$ cat config.mk
export PLATFORM = sky130hd
export DESIGN_NAME = mult35_stream_flat
export DESIGN_NICKNAME = d
export VERILOG_FILES = /design/src/rtl/mult35_if.sv /design/src/rtl/mult35_stream.sv /design/src/flat_wrapper.sv
export SDC_FILE = /design/constraint.sdc
export NUM_CORES = 1
export LEC_CHECK = 0
export BUFFER_PORTS_ARGS = -buffer_cell sky130_fd_sc_hd__buf_2
export CORE_ASPECT_RATIO = 0.6
export CORE_MARGIN = 1
export CORE_UTILIZATION = 26
export DETAILED_ROUTE_END_ITERATION = 10
export GPL_ROUTABILITY_DRIVEN = 0
export RECOVER_POWER = 50
export SLEW_MARGIN = 25
export SYNTH_ARGS = -nofsm -noshare
export SYNTH_HDL_FRONTEND = slang
export SYNTH_SLANG_ARGS = --single-unit
$ cat constraint.sdc
create_clock -name clk -period 2.9 [get_ports clk]
set_clock_uncertainty 0.05 [all_clocks]
set_input_delay 0.58 -clock clk [delete_from_list [all_inputs] [get_ports clk]]
set_output_delay 0.58 -clock clk [all_outputs]
set_load 0.02 [all_outputs]
$ cat src/rtl/mult35_if.sv
// Stream bus for mult35_stream: start/busy control on one side,
// valid/ready term stream plus running sum and done pulse on the other.
interface mult35_if #(
  parameter int W  = 16,
  parameter int SW = 32
);
  logic [W-1:0]  in;
  logic          st;
  logic          busy;
  logic [W-1:0]  out;
  logic [1:0]    tag;
  logic          valid;
  logic          ready;
  logic [SW-1:0] sum;
  logic          done;

  modport master (output in, st, ready, input busy, out, tag, valid, sum, done);
  modport slave  (input in, st, ready, output busy, out, tag, valid, sum, done);
endinterface

$ cat src/rtl/mult35_stream.sv
// mult35_stream: emits every multiple of 3 or 5 in [1, N-1] in ascending
// order, one term per valid/ready beat, with a divisibility tag and a
// running sum. Residues mod 3 / mod 5 are tracked by wrap counters, so no
// divider is needed.
// Optional build macro MULT35_WHEEL_EN: a 15-entry wheel jumps k straight
// to the next multiple, giving back-to-back beats while ready stays high.
module mult35_stream #(
  parameter int W  = 16,
  parameter int SW = 32
) (
  input  logic     clk,
  input  logic     rst_n,
  mult35_if.slave  bus
);
  typedef enum logic [1:0] {IDLE, SCAN, HOLD, FIN} state_t;

  state_t        state_q;
  logic [W-1:0]  n_q, k_q, out_q;
  logic [1:0]    m3_q, tag_q;
  logic [2:0]    m5_q;
  logic          valid_q, busy_q, done_q;
  logic [SW-1:0] sum_q;

  // Residues of k+1, shared by the stepping logic of both builds
  logic [1:0] m3_inc;
  logic [2:0] m5_inc;
  assign m3_inc = (m3_q == 2'd2) ? 2'd0 : m3_q + 2'd1;
  assign m5_inc = (m5_q == 3'd4) ? 3'd0 : m5_q + 3'd1;

`ifdef MULT35_WHEEL_EN
  // k mod 15 from (k mod 3, k mod 5): 10 == 1 mod 3 / 0 mod 5, 6 == 0 mod 3 / 1 mod 5
  function automatic logic [3:0] wheel_idx(input logic [1:0] r3, input logic [2:0] r5);
    logic [5:0] t;
    t = 6'(r3) * 6'd10 + 6'(r5) * 6'd6;
    if (t >= 6'd30)      t = t - 6'd30;
    else if (t >= 6'd15) t = t - 6'd15;
    return t[3:0];
  endfunction

  // Distance from residue r to the nearest multiple of 3 or 5 at or above it
  function automatic logic [1:0] wheel_dist(input logic [3:0] r);
    case (r)
      4'd1, 4'd7, 4'd13:                 wheel_dist = 2'd2;
      4'd2, 4'd4, 4'd8, 4'd11, 4'd14:    wheel_dist = 2'd1;
      default:                           wheel_dist = 2'd0;
    endcase
  endfunction

  logic [W:0] base_k, nk;
  logic [1:0] base_m3, nm3, dist;
  logic [2:0] base_m5, nm5, t3, t5;

  // Next multiple: searched from k in SCAN, from k+1 after a HOLD handshake.
  // nk is one bit wider so k+2 near 2^W cannot wrap below Nreg.
  always_comb begin
    if (state_q == HOLD) begin
      base_k  = {1'b0, k_q} + 1'b1;
      base_m3 = m3_inc;
      base_m5 = m5_inc;
    end else begin
      base_k  = {1'b0, k_q};
      base_m3 = m3_q;
      base_m5 = m5_q;
    end
    dist = wheel_dist(wheel_idx(base_m3, base_m5));
    nk   = base_k + (W+1)'(dist);
    t3   = {1'b0, base_m3} + {1'b0, dist};
    t5   = base_m5 + {1'b0, dist};
    nm3  = (t3 >= 3'd3) ? 2'(t3 - 3'd3) : t3[1:0];
    nm5  = (t5 >= 3'd5) ? (t5 - 3'd5) : t5;
  end
`endif

  // Control FSM with all outputs registered
  always_ff @(posedge clk or negedge rst_n) begin
    if (!rst_n) begin
      state_q <= IDLE;
      n_q     <= '0;
      k_q     <= '0;
      m3_q    <= '0;
      m5_q    <= '0;
      out_q   <= '0;
      tag_q   <= '0;
      valid_q <= 1'b0;
      busy_q  <= 1'b0;
      done_q  <= 1'b0;
      sum_q   <= '0;
    end else begin
      case (state_q)
        IDLE: begin
          if (bus.st) begin
            n_q     <= bus.in;
            k_q     <= W'(1);
            m3_q    <= 2'd1;
            m5_q    <= 3'd1;
            sum_q   <= '0;
            busy_q  <= 1'b1;
            state_q <= SCAN;
          end
        end
`ifdef MULT35_WHEEL_EN
        SCAN, HOLD: begin
          if (state_q == SCAN || (valid_q && bus.ready)) begin
            if (nk >= {1'b0, n_q}) begin
              valid_q <= 1'b0;
              done_q  <= 1'b1;
              state_q <= FIN;
            end else begin
              k_q     <= nk[W-1:0];
              m3_q    <= nm3;
              m5_q    <= nm5;
              out_q   <= nk[W-1:0];
              tag_q   <= {nm5 == 3'd0, nm3 == 2'd0};
              valid_q <= 1'b1;
              sum_q   <= sum_q + SW'(nk[W-1:0]);
              state_q <= HOLD;
            end
          end
        end
`else
        SCAN: begin
          if (k_q >= n_q) begin
            done_q  <= 1'b1;
            state_q <= FIN;
          end else if (m3_q == 2'd0 || m5_q == 3'd0) begin
            out_q   <= k_q;
            tag_q   <= {m5_q == 3'd0, m3_q == 2'd0};
            valid_q <= 1'b1;
            sum_q   <= sum_q + SW'(k_q);
            state_q <= HOLD;
          end else begin
            k_q  <= k_q + 1'b1;
            m3_q <= m3_inc;
            m5_q <= m5_inc;
          end
        end
        HOLD: begin
          if (valid_q && bus.ready) begin
            valid_q <= 1'b0;
            k_q     <= k_q + 1'b1;
            m3_q    <= m3_inc;
            m5_q    <= m5_inc;
            state_q <= SCAN;
          end
        end
`endif
        FIN: begin
          done_q  <= 1'b0;
          busy_q  <= 1'b0;
          state_q <= IDLE;
        end
        default: state_q <= IDLE;
      endcase
    end
  end

  assign bus.busy  = busy_q;
  assign bus.out   = out_q;
  assign bus.tag   = tag_q;
  assign bus.valid = valid_q;
  assign bus.sum   = sum_q;
  assign bus.done  = done_q;
endmodule

$ cat src/flat_wrapper.sv
// flat-port wrapper written by rule: the top's interface ports become plain ports
module mult35_stream_flat 
#(
  parameter int W  = 16,
  parameter int SW = 32
)
  (clk, rst_n, bus_in, bus_st, bus_ready, bus_busy, bus_out, bus_tag, bus_valid, bus_sum, bus_done);
  mult35_if #(.W(W), .SW(SW)) bus_i ();
  input  logic clk;
  input  logic rst_n;
  input wire logic [$bits(bus_i.in)-1:0] bus_in;
  input wire logic [$bits(bus_i.st)-1:0] bus_st;
  input wire logic [$bits(bus_i.ready)-1:0] bus_ready;
  output wire logic [$bits(bus_i.busy)-1:0] bus_busy;
  output wire logic [$bits(bus_i.out)-1:0] bus_out;
  output wire logic [$bits(bus_i.tag)-1:0] bus_tag;
  output wire logic [$bits(bus_i.valid)-1:0] bus_valid;
  output wire logic [$bits(bus_i.sum)-1:0] bus_sum;
  output wire logic [$bits(bus_i.done)-1:0] bus_done;
  assign bus_i.in = bus_in;
  assign bus_i.st = bus_st;
  assign bus_i.ready = bus_ready;
  assign bus_busy = bus_i.busy;
  assign bus_out = bus_i.out;
  assign bus_tag = bus_i.tag;
  assign bus_valid = bus_i.valid;
  assign bus_sum = bus_i.sum;
  assign bus_done = bus_i.done;
  mult35_stream #(.W(W), .SW(SW)) u_core (.clk(clk), .rst_n(rst_n), .bus(bus_i));
endmodule
==> results.json <==
{
  "ys_top_cells_by_area": "dfrtp_1 (42%), ha_1 (8.9%), mux2_2 (6.4%)",
  "core.rowCount": 40,
  "worst_ep_required_time_ns": 3.08,
  "dp_hpwl_um": 11900,
  "via_count": 4632,
  "post_cts_buffers": 0,
  "diodes": 0,
  "io_pins": 73,
  "areaGrowthSynthToFinish_pct": 21.9,
  "reg2reg_depth": 9,
  "synthArstFlopShare": 1.00,
  "rsz0062_at_grt": "no",
  "synth-edff-count": 0,
  "hold_end": "u_core.n_q[2]$_DFFE_PN0P_",
  "io_buffers": 72,
  "critPathKind": "reg2reg",
  "h-tree-depth": 3,
  "core_area_um2": 20300,
  "synth_flop_cell": "dfrtp_1",
  "peakVddDrop_uv": 493,
  "max-slew-margin-rel": -0.112,
  "synth.avg_cell_area_um2": 9.63,
  "failed_checks": "max-capacitance violations, max-slew violations",
  "hp-start": "bus_in[2]",
  "worst_pin_slew_ns": 1.67,
  "grt_pass1_wl_um": 24500,
  "cp_max_fo": 5,
  "root_buffer": "clkbuf_16",
  "via_per_inst": 4.89,
  "grt_pass1_vias": 4264,
  "cp-end-kind": "flip-flop",
  "critPathSlowestCell": "dfrtp_2",
  "finalMaxSlewViolations": 29,
  "stdcell_area_um2": 6690,
  "placed_area_um2": 6410,
  "synth_common_cells": "dfrtp_1 (92), nand2_1 (86), nand3_1 (50)",
  "hold_viol_final": 0,
  "ctsResizeCount": 0,
  "synth.most_common_cell": "dfrtp_1",
  "min_path_cells": 2,
  "rr_endpoint": "u_core.bus.sum[18]$_DFFE_PN0P_",
  "setup_tns_ns": 0,
  "wl_per_cell_um": 16.2,
  "crit_buf_inv": 0,
  "arrival_ns": 2.95,
  "finalCritPeriodShare": 0.955,
  "status": "finished, violations left",
  "setup_ws_ns": 0.132,
  "layout.nets": 730,
  "cp-start-kind": "flip-flop",
  "cts_tree": "built",
  "syn_inst": 570,
  "clk_path_buf_depth": 2,
  "drc": 0,
  "cts_buffers": 9,
  "holdBufCountCts": 0,
  "cts_sinks": 92,
  "insertion_delay_ns": 0.35,
  "fillerInstances": 2175,
  "die-area_um2": 21700,
  "synth-seq-area-share": 0.420,
  "netlist_area_um2": 5490,
  "timing.rr.start": "u_core.k_q[0]$_DFFE_PN0P_",
  "antenna_found_initial": 0,
  "synth_top_area_share": 0.420,
  "drt_pass1_iterations": 5,
  "die_w_um": 190,
  "place_ws_ns": 0.00280,
  "die_h_um": 115,
  "grt_use_total": 0.147,
  "critical_path.top_delay_family": "compound AO/OA/AOI/OAI gates",
  "ys_types": 57,
  "gr-total-overflow": 0,
  "drt_wl_total_um": 15300,
  "reg2reg_slack_ns": 0.13,
  "drv_cap": 1,
  "finalCriticalPeriod_ns": 2.77,
  "clk_pin_slew_ns": 0.07,
  "first_iter_violations": 405,
  "holdCritPathClass": "in2reg",
  "grt_max_degree": 37,
  "hold_slack_ns": 0.410,
  "ant_nets": 0,
  "crit_path_cell_trace": "ha_1 -> fa_2 -> a21o_1 -> a221oi_2 -> o311a_1 -> nor2b_1 -> o2111a_1 -> nor4bb_1 -> a211o_1",
  "setup_violations": 0,
  "drive_above_1_share": 0.221,
  "synth_top_area_cell": "dfrtp_1",
  "leakage_nw": 3.22,
  "max_freq_mhz": 361,
  "slowest_delay_ns": 0.44,
  "fin_util": 0.329,
  "ys_warn_count": 0,
  "power_density_nw_per_um2": 1090,
  "ys_seq_elements": 92,
  "synth_nets": 630,
  "start_util": 0.270
}
per-stage QoR:
step	total power, W	std cells
floorplan	0.00471	570
global placement	0.00598	932
detailed placement	0.00602	932
CTS	0.00736	948
global route	0.00788	948
finish	0.00729	948
worst register-to-register path, stage by stage (launching register included):
cell and delay [ns]:
dfrtp_2 0.44, ha_1 0.23, fa_2 0.37, a21o_1 0.20
a221oi_2 0.29, o311a_1 0.30, nor2b_1 0.11, o2111a_1 0.25
nor4bb_1 0.15, a211o_1 0.28
state kept, by name, indices dropped and copies added, names as in the netlist, 2 cells and up:
register	count
u_core.n_q	16
u_core.bus.out	16
u_core.bus.tag	2
u_core.m5_q	3
u_core.m3_q	2
u_core.state_q	2
u_core.k_q	16
u_core.bus.sum	32
layout by cell type (no fill, tap or decap), drive strengths merged, types with 7 or more instances in the layout:
master	n
dfrtp	92
nand2	86
buf	83
nand3	51
ha	39
clkbuf	38
o21ai	32
mux2	31
a21oi	30
inv	25
nor2	19
and3	15
or4b	11
o211ai	10
a21o	9
nor3	8
xnor2	8
nand4	7
a211o	7
nand2b	7
power by group:
part	switching (W)	internal, W	total [W]
combinational	0.00230	0.00149	0.00379
clock	0.000541	0.000761	0.00130
sequential	0.000423	0.00178	0.00220
total	0.00327	0.00403	0.00729
kinds of logic (layout without fill, tap and decap cells):
kind of cell,Yosys count,after routing,share of synthesized area
compound gates,115,115,0.145
xor+xnor,13,13,0.0208
fa+ha+maj,40,40,0.0926
buf+inv,47,152,0.0342
flops,92,92,0.420
mux,37,37,0.0746
simple gates,226,226,0.213
layer usage:
layer,routed length [µm],global-route usage
met1,8430,0.234
met2,5880,0.193
met3,977,0.0392
met4,29,0.0194
met5,0,0
worst max path at each step:
stage                                       start                              to  cells after the start
detailed placement      u_core.k_q[0]$_DFFE_PN0P_      u_core.k_q[10]$_DFFE_PN0P_                     10
finish                  u_core.k_q[0]$_DFFE_PN0P_  u_core.bus.sum[18]$_DFFE_PN0P_                      9
floorplan           u_core.bus.sum[0]$_DFFE_PN0P_  u_core.bus.sum[18]$_DFFE_PN0P_                      9
CTS                     u_core.k_q[0]$_DFFE_PN0P_       u_core.k_q[2]$_DFFE_PN0P_                     10
global placement        u_core.k_q[0]$_DFFE_PN0P_       u_core.k_q[2]$_DFFE_PN0P_                     10
global route            u_core.k_q[0]$_DFFE_PN0P_  u_core.bus.sum[30]$_DFFE_PN0P_                     11
area by class of cell:
cell class                      instances  area, µm²  share of cell area
Timing Repair Buffer                  112        619              0.0926
Clock buffer                            9        225              0.0337
Sequential cell                        92       2300               0.344
Inverter                               24       90.1              0.0135
Clock inverter                          7        100              0.0150
Tap cell                              273        342              0.0511
Multi-Input combinational cell        431       3010               0.450
Note: power is estimated with default switching activity, not from simulation.
